`config.mk`:
```
export PLATFORM = sky130hd
export DESIGN_NAME = match_ctrl
export DESIGN_NICKNAME = d
export VERILOG_FILES = /design/src/rtl/tow_pkg.sv /design/src/rtl/tick_counter.sv /design/src/rtl/match_ctrl.sv
export SDC_FILE = /design/constraint.sdc
export NUM_CORES = 1
export LEC_CHECK = 0
export CORE_MARGIN = 2
export CORE_UTILIZATION = 33
export DETAILED_ROUTE_END_ITERATION = 7
export PLACE_DENSITY = 0.53
export SYNTH_ARGS = -nofsm -noshare
export SYNTH_HDL_FRONTEND = slang
export SYNTH_SLANG_ARGS = --single-unit
```
`constraint.sdc`:
```
create_clock -name clk -period 3.4 [get_ports clk]
set_input_delay 0.85 -clock clk [delete_from_list [all_inputs] [get_ports clk]]
set_output_delay 0.85 -clock clk [all_outputs]
set_load 0.1 [all_outputs]
```
`src/rtl/tow_pkg.sv`:
```
// Shared types and LED constants for the tug-of-war match sequencer.
package tow_pkg;

    typedef enum logic [2:0] {
        IDLE,
        CLEAR,
        PLAY,
        SHOW,
        DONE
    } state_t;

    localparam logic [6:0] LED_CENTER     = 7'b0001000;
    localparam logic [6:0] LED_RIGHT_END  = 7'b0000001;
    localparam logic [6:0] LED_LEFT_END   = 7'b1000000;
    localparam logic [6:0] LED_RIGHT_HALF = 7'b0000111;
    localparam logic [6:0] LED_LEFT_HALF  = 7'b1110000;

    function automatic logic [6:0] half_of(input logic right);
        return right ? LED_RIGHT_HALF : LED_LEFT_HALF;
    endfunction

endpackage

```
`src/rtl/tick_counter.sv`:
```
// Counts slowen ticks from a load point; done pulses on the tick that completes TICKS.
module tick_counter #(
    parameter int TICKS = 8,
    parameter int W     = $clog2(TICKS + 1)
) (
    input  logic clk,
    input  logic rst,
    input  logic load,
    input  logic en,
    output logic done
);

    logic [W-1:0] count;

    always_ff @(posedge clk) begin
        if (rst || load) begin
            count <= '0;
        end else if (en) begin
            count <= count + 1'b1;
        end
    end

    assign done = en && (count == W'(TICKS - 1));

endmodule

```
`src/rtl/match_ctrl.sv`:
```
// Best-of-N match sequencer beside mc; define MATCH_TIMEOUT_EN to end stalled games as draws.
module match_ctrl #(
    parameter int GAMES_TO_WIN  = 2,
    parameter int CNT_W         = 2,
    parameter int BLINK_TICKS   = 8,
    parameter int TIMEOUT_TICKS = 1024
) (
    input  logic             clk,
    input  logic             rst,
    input  logic             slowen,
    input  logic [6:0]       score,
    input  logic             start,
    output logic             game_clr,
    output logic             play_en,
    output logic [CNT_W-1:0] wins_l,
    output logic [CNT_W-1:0] wins_r,
    output logic             match_over,
    output logic             match_winner,
    output logic             led_ovr_en,
    output logic [6:0]       led_ovr
);

    import tow_pkg::*;

    state_t     state;
    logic       side;
    logic       blink;
    logic       blink_done;
    logic       timeout_done;
    logic       right_win;
    logic       left_win;
    logic [CNT_W-1:0] winner_count;

    assign right_win    = (state == PLAY) && (score == LED_RIGHT_END);
    assign left_win     = (state == PLAY) && (score == LED_LEFT_END);
    assign winner_count = side ? wins_r : wins_l;

    tick_counter #(.TICKS(BLINK_TICKS)) u_blink (
        .clk  (clk),
        .rst  (rst),
        .load (state != SHOW),
        .en   (slowen && (state == SHOW)),
        .done (blink_done)
    );

`ifdef MATCH_TIMEOUT_EN
    tick_counter #(.TICKS(TIMEOUT_TICKS)) u_timeout (
        .clk  (clk),
        .rst  (rst),
        .load (state != PLAY),
        .en   (slowen && (state == PLAY)),
        .done (timeout_done)
    );
`else
    // TIMEOUT_TICKS is inert here; the expression is always false for legal values.
    assign timeout_done = (TIMEOUT_TICKS < 0);
`endif

    always_ff @(posedge clk) begin
        if (rst) begin
            state        <= IDLE;
            side         <= 1'b0;
            blink        <= 1'b0;
            game_clr     <= 1'b0;
            play_en      <= 1'b0;
            wins_l       <= '0;
            wins_r       <= '0;
            match_over   <= 1'b0;
            match_winner <= 1'b0;
            led_ovr_en   <= 1'b0;
            led_ovr      <= '0;
        end else begin
            game_clr <= 1'b0;
            case (state)
                IDLE: begin
                    if (start) begin
                        state    <= CLEAR;
                        game_clr <= 1'b1;
                    end
                end
                CLEAR: begin
                    state   <= PLAY;
                    play_en <= 1'b1;
                end
                PLAY: begin
                    // A game win outranks a timeout expiring in the same cycle.
                    if (right_win || left_win) begin
                        side       <= right_win;
                        if (right_win && (wins_r != '1)) wins_r <= wins_r + 1'b1;
                        if (left_win && (wins_l != '1))  wins_l <= wins_l + 1'b1;
                        state      <= SHOW;
                        play_en    <= 1'b0;
                        blink      <= 1'b1;
                        led_ovr_en <= 1'b1;
                        led_ovr    <= half_of(right_win);
                    end else if (timeout_done) begin
                        state    <= CLEAR;
                        play_en  <= 1'b0;
                        game_clr <= 1'b1;
                    end
                end
                SHOW: begin
                    if (blink_done) begin
                        blink <= 1'b0;
                        if (winner_count == CNT_W'(GAMES_TO_WIN)) begin
                            state        <= DONE;
                            match_over   <= 1'b1;
                            match_winner <= side;
                            led_ovr      <= half_of(side);
                        end else begin
                            state      <= CLEAR;
                            game_clr   <= 1'b1;
                            led_ovr_en <= 1'b0;
                            led_ovr    <= '0;
                        end
                    end else if (slowen) begin
                        blink   <= ~blink;
                        led_ovr <= blink ? 7'b0 : half_of(side);
                    end
                end
                DONE: begin
                    if (start) begin
                        state        <= CLEAR;
                        game_clr     <= 1'b1;
                        wins_l       <= '0;
                        wins_r       <= '0;
                        match_over   <= 1'b0;
                        match_winner <= 1'b0;
                        led_ovr_en   <= 1'b0;
                        led_ovr      <= '0;
                    end
                end
                default: state <= IDLE;
            endcase
        end
    end

endmodule

```
* Word-level counts from Yosys, hierarchy flattened
Cells that the tools add are included.
Widths: inputs -> output; s select.
** Storage, ports and cells
- Logic and storage cells :: 102
- Bits of input ports :: 11
- Flip-flop bits (word level) :: 25
** Cells by class
- Mux-type cells :: 42
- Reduce and logical (&&, ||, !) cells :: 24
- Add/sub/neg operators :: 3
- Equal/unequal tests :: 20
- Bitwise gates (word level) :: 1
** Operator list (count)
- $mux 7 :: 8
- $pmux 7 s3 :: 1
- $reduce_and 4->1 :: 4
- $mux 1 :: 14
- $mux 2 :: 6
- $mux 3 :: 4
- $pmux 3 s4 :: 1
- $ne 2x1->1 const B :: 5
- $ne 2x2->1 const B :: 5
- $pmux 1 s2 :: 5
- $pmux 2 s2 :: 2
- $reduce_bool 2->1 :: 4
- $eq 7x1->1 const B :: 1
- $eq 7x7->1 const B :: 1
- $eq 3x2->1 const B :: 2
- $logic_and 1x1->1 :: 6
- $reduce_and 3->1 :: 2
- $reduce_and 5->1 :: 1
- $add 2x1->2 const B :: 2
- $add 4x1->4 const B :: 1
- $eq 4x3->1 const B :: 1
- $reduce_and 2->1 :: 2
- $eq 3x1->1 const B :: 1
- $eq 3x3->1 const B :: 1
- other kinds (9) :: 10

* Depth between registers and ports, before layout
- Depth after elaboration :: 6
- Depth in mapped cells :: 6

* By module
A second synthesis with hierarchy kept.
** Second synthesis, totals
- Cells, all modules :: 139
- Area, all modules :: 1203.7 µm²
** By module, submodules not included
- match_ctrl :: area an instance 993.5 µm², cells an instance 121, instances 1
- tick_counter :: area an instance 210.2 µm², cells an instance 18, instances 1

* Worst setup path after synthesis
No wires, ideal clock.
- Kind :: register -> output
- From :: register led_ovr[2] (netlist name)
- To :: output led_ovr[1]
- Data arrival time :: 1.391 ns
- Stages on the path, launching flop included :: 2
- Data required time :: 2.550 ns
- Slack :: 1.159 ns
- Path through :: dfxtp_1 buf_4
** RTL lines
- end, declared :: RTL line match_ctrl.sv:20 : output logic [6:0] led_ovr

* Worst setup path in the final report
- From :: input score[5]
- To :: register led_ovr[5]
** On the way
- Longest elaborated chain between the ends :: 5
** RTL lines
- start, declared :: RTL line match_ctrl.sv:11 : input logic [6:0] score,
- $eq 7x1->1 / $eq 7x7->1 (equally long branches) :: RTL line match_ctrl.sv:34, match_ctrl.sv:35
- $logic_and 1x1->1, on equally long branches :: RTL line match_ctrl.sv:34, match_ctrl.sv:35
- $mux 7 / $logic_or 1x1->1 (equally long branches) :: RTL line tow_pkg.sv:19, match_ctrl.sv:87
- $mux 7 / $ne 2x1->1 (equally long branches)
- $pmux 7 s3 / $reduce_and 4->1 (equally long branches)
- end signal, assigned :: RTL line match_ctrl.sv:95 : led_ovr <= half_of(right_win);
- end signal, assigned :: RTL line match_ctrl.sv:109 : led_ovr <= half_of(side);
- end signal, assigned :: RTL line match_ctrl.sv:118 : led_ovr <= blink ? 7'b0 : half_of(side);
Parallel ways exist; a longest one is shown, timed or not. The select of a mux whose other input is x is not followed.
A chain may end at the register's enable or synchronous reset.

==> metrics.txt <==
# TYPE chip_impl_metric gauge
chip_impl_metric{name="detail_route.first_pass.iterations",unit=""} 4
chip_impl_metric{name="clock_path_buffers",unit=""} 2
chip_impl_metric{name="postCtsResizedCells",unit=""} 0
chip_impl_metric{name="worst_ep_arrival_time",unit="ps"} 2530
chip_impl_metric{name="worst_skew",unit="ps"} 1.83
chip_impl_metric{name="groute.usage.overall",unit="%"} 16.3
chip_impl_metric{name="first_pass_grt_wire_length",unit="µm"} 5220
chip_impl_metric{name="place_worst_setup_slack",unit="ps"} 770
chip_impl_info{name="synth_top_cell_by_area",value="sky130_fd_sc_hd__dfxtp_1"} 1
chip_impl_info{name="end_kind",value="flop"} 1
chip_impl_metric{name="reg2regPathDepth",unit=""} 4
chip_impl_metric{name="synth.avg_cell_area",unit="µm²"} 8.53
chip_impl_info{name="min-delay-path-class",value="reg2reg"} 1
chip_impl_info{name="worst_r2r_endpoint",value="led_ovr[5]$_SDFFE_PP0P_"} 1
chip_impl_metric{name="syn-num-nets",unit=""} 157
chip_impl_info{name="timing.rr.start",value="state[1]$_SDFFE_PP0P_"} 1
chip_impl_info{name="worst_setup_path_startpoint",value="score[5]"} 1
chip_impl_metric{name="ant_nets",unit=""} 0
chip_impl_metric{name="horiz_die_dim",unit="µm"} 64.8
chip_impl_metric{name="synth.yosys.seq_area_share",unit="%"} 32.8
chip_impl_metric{name="number_of_synthesized_flops_with_an_enable_pin",unit=""} 0
chip_impl_metric{name="synth_top_area_share",unit="%"} 32.8
chip_impl_metric{name="critical_path_required",unit="ps"} 3550
chip_impl_metric{name="area_used_by_sequential_logic_in_the_layout",unit="µm²"} 400
chip_impl_metric{name="detailedRoute.firstIterationViolations",unit=""} 72
chip_impl_metric{name="fmaxAchievable",unit="GHz"} 0.421
chip_impl_metric{name="slew_violations",unit=""} 0
chip_impl_metric{name="layout.cell_area.non_filler",unit="mm²"} 0.00149
chip_impl_info{name="result_of_the_run",value="finished, final reports clean"} 1
chip_impl_metric{name="ir_drop",unit="µV"} 155
chip_impl_metric{name="synthesis.instances",unit=""} 143
chip_impl_metric{name="globalRouteMet2Util",unit="%"} 27.3
chip_impl_metric{name="multiInputGateArea",unit="µm²"} 732
chip_impl_metric{name="initial_core_util",unit="%"} 33.8
chip_impl_info{name="timing.hold.worst.start",value="led_ovr_en$_SDFFE_PP0P_"} 1
chip_impl_info{name="grt.busiest_layer",value="met2"} 1
chip_impl_metric{name="remaining_drc_errors",unit=""} 0
chip_impl_metric{name="timing.final.crit_period",unit="ps"} 2370
chip_impl_metric{name="critical_path.max_fanout",unit=""} 5
chip_impl_metric{name="post_drt_via_cell_ratio",unit=""} 5.45
chip_impl_metric{name="die-area",unit="mm²"} 0.00420
chip_impl_metric{name="wl_per_cell",unit="µm"} 14.7
chip_impl_metric{name="grt_use_met3",unit="%"} 2.78
chip_impl_info{name="layout.cells.most_common_list",value="sky130_fd_sc_hd__dfxtp_1 (20), sky130_fd_sc_hd__buf_4 (17), sky130_fd_sc_hd__clkdlybuf4s50_1 (10), sky130_fd_sc_hd__a21oi_1 (9), sky130_fd_sc_hd__nand2_1 (8)"} 1
chip_impl_metric{name="num_vias",unit=""} 1144
chip_impl_metric{name="hold_viol_final",unit=""} 0
chip_impl_metric{name="grt_remaining_overflow",unit=""} 0
chip_impl_metric{name="tritoncts.num_buffers",unit=""} 3
chip_impl_metric{name="cts-hold-fix-buffers",unit=""} 0
chip_impl_metric{name="clkTransAtPathRegs",unit="ps"} 70
chip_impl_metric{name="dp_hpwl",unit="µm"} 2290
chip_impl_metric{name="die-height",unit="µm"} 64.8
chip_impl_info{name="setup.worst_path.start_class",value="input pin"} 1
chip_impl_metric{name="std_cell_rows",unit=""} 22
chip_impl_metric{name="final_core_util",unit="%"} 41.4
chip_impl_metric{name="post_synth_num_cell_types",unit=""} 51
chip_impl_metric{name="design.final.nets",unit=""} 177
chip_impl_info{name="layout_commonest_cell",value="sky130_fd_sc_hd__dfxtp_1"} 1
chip_impl_metric{name="coreArea",unit="mm²"} 0.00361
chip_impl_metric{name="finalSetupViolations",unit=""} 0
chip_impl_info{name="hold_path_end",value="led_ovr_en$_SDFFE_PP0P_"} 1
chip_impl_info{name="grt_setup_unrepaired",value="no"} 1
chip_impl_metric{name="postCtsSetupBuffers",unit=""} 0
chip_impl_metric{name="use_met1",unit="%"} 20.1
chip_impl_metric{name="worst_skew_late_latency",unit="ps"} 260
chip_impl_metric{name="gp_congestion",unit=""} 0.839
chip_impl_metric{name="num_io_pins",unit=""} 27
chip_impl_metric{name="number_of_global_route_vias_before_repair",unit=""} 1078
chip_impl_metric{name="power.leakage",unit="nW"} 0.542
chip_impl_metric{name="worst-slew-pin-transition",unit="ps"} 636
chip_impl_metric{name="cellPowerDensity",unit="mW/mm²"} 374
chip_impl_metric{name="final.setup.worst_slack",unit="ps"} 1030
chip_impl_metric{name="filler_cell_count",unit=""} 364
chip_impl_metric{name="tns",unit="ps"} 0
chip_impl_info{name="criticalPathCategory",value="in2reg"} 1
chip_impl_metric{name="numPortBuffers",unit=""} 25
chip_impl_metric{name="insertedDiodeCount",unit=""} 0
chip_impl_metric{name="cap_violations",unit=""} 0
chip_impl_metric{name="post_synth_instance_area",unit="mm²"} 0.00122
chip_impl_metric{name="placement.cell_area",unit="mm²"} 0.00144
chip_impl_info{name="yosys_most_used_dff",value="sky130_fd_sc_hd__dfxtp_1"} 1
chip_impl_metric{name="layout-area-overhead-vs-synth",unit="%"} 22.5
chip_impl_metric{name="clock_sinks",unit=""} 20
chip_impl_metric{name="layout_worst_path_cycle_share",unit="%"} 69.8
chip_impl_metric{name="slew_headroom",unit="%"} 57.6
chip_impl_metric{name="totalWireLength",unit="µm"} 3090
chip_impl_info{name="cts_tree",value="yes"} 1
chip_impl_metric{name="finalHoldWorstSlack",unit="ps"} 465
chip_impl_metric{name="cts-htree-levels",unit=""} 1
chip_impl_metric{name="maximum_number_of_pins_on_one_net_before_global_route_repair",unit=""} 17
chip_impl_metric{name="synth-warning-count",unit=""} 0
chip_impl_metric{name="synth_seq_cells",unit=""} 20
chip_impl_metric{name="timing.hold.worst_path_depth",unit=""} 2
chip_impl_metric{name="rrSetupSlack",unit="ps"} 1500
chip_impl_metric{name="synth-async-reset-ratio",unit="%"} 0
chip_impl_metric{name="drive_gt1_share",unit="%"} 17.3
chip_impl_info{name="ys_top_cells_by_area",value="sky130_fd_sc_hd__dfxtp_1 (33%), sky130_fd_sc_hd__a21oi_1 (3.7%), sky130_fd_sc_hd__buf_4 (3.1%), sky130_fd_sc_hd__ha_1 (3.1%), sky130_fd_sc_hd__nand4_1 (3.1%)"} 1
chip_impl_metric{name="initial_antenna_violation_count",unit=""} 0
chip_impl_info{name="root_buffer",value="sky130_fd_sc_hd__clkbuf_8"} 1
logic make-up (layout without fill, tap and decap cells):
family | count (synthesis) | in the layout | synth area share [%]
multiplexers | 3 | 3 | 2.46
flip-flops | 20 | 20 | 32.8
buffers and inverters | 17 | 36 | 7.18
AND/OR/NAND/NOR | 62 | 62 | 32.7
XOR/XNOR | 4 | 4 | 2.87
adder cells (fa/ha/maj) | 3 | 3 | 3.08
AO/OA/AOI/OAI | 33 | 33 | 18.6
other | 1 | 1 | 0.307
cell usage after synthesis, drive strengths merged (2+ instances only):
library cell   n
nand2          8
nor3           6
nand3          6
or2            2
nand2b         4
nor3b          5
nor4           2
or3b           3
xor2           3
nand4          6
o2bb2ai        3
inv            4
dfxtp         20
o31ai          2
buf            7
a21oi         10
nand3b         3
ha             3
a32oi          2
a211oi         2
clkbuf         5
o21ai          4
a31oi          2
or3            3
nor2b          2
and4           2
nor2           5
mux2i          3
flip-flops by register name, summed over array words and instances, names as in the netlist:
name           flops
blink              1
game_clr           1
led_ovr            2
led_ovr_en         1
match_over         1
match_winner       1
play_en            1
side               1
state              3
u_blink.count      4
wins_l             2
wins_r             2
metrics by stage:
stage,power (W),cells
after detailed placement,0.000380,206
after global routing,0.000584,210
final,0.000559,210
after floorplan,0.000349,143
after global placement,0.000379,206
after CTS,0.000567,210
where the power goes:
part | switching [W] | total, W | leakage [nW] | internal (W)
Clock | 0.0000816 | 0.000185 | 0.0288 | 0.000103
Combinational | 0.0000817 | 0.000119 | 0.351 | 0.0000369
Sequential | 0.0000140 | 0.000256 | 0.162 | 0.000242
Total | 0.000177 | 0.000559 | 0.542 | 0.000382
layer usage:
layer	up-vias	share of wire [%]	wire length (µm)
li1	569	-	-
met1	542	47	1450
met2	28	47	1440
met3	5	4.1	128
met4	0	2.0	61
met5	-	0	0
critical path: stages:
cell                              delay [ps]
sky130_fd_sc_hd__clkdlybuf4s50_1         450
sky130_fd_sc_hd__or4b_4                  580
sky130_fd_sc_hd__or3_1                   370
sky130_fd_sc_hd__a32oi_1                 180
sky130_fd_sc_hd__a21oi_1                  90
worst max path at each step:
stage,to,slack [ps],depth (start not counted)
global placement,led_ovr[5]$_SDFFE_PP0P_,800,5
detailed placement,led_ovr[5]$_SDFFE_PP0P_,770,5
CTS,led_ovr[5]$_SDFFE_PP0P_,1050,5
global route,led_ovr[5]$_SDFFE_PP0P_,970,5
finish,led_ovr[5]$_SDFFE_PP0P_,1030,5
floorplan,led_ovr[1],1160,1
area by class of cell:
| cell class | count | share of cell area (%) |
|---|---|---|
| repair buffers | 27 | 15.2 |
| flip-flops and latches | 20 | 26.8 |
| multi-input cells | 106 | 49.0 |
| clock buffers | 4 | 3.69 |
| inverters | 5 | 1.26 |
| well taps | 48 | 4.02 |
Note: power is estimated with default switching activity, not from simulation.
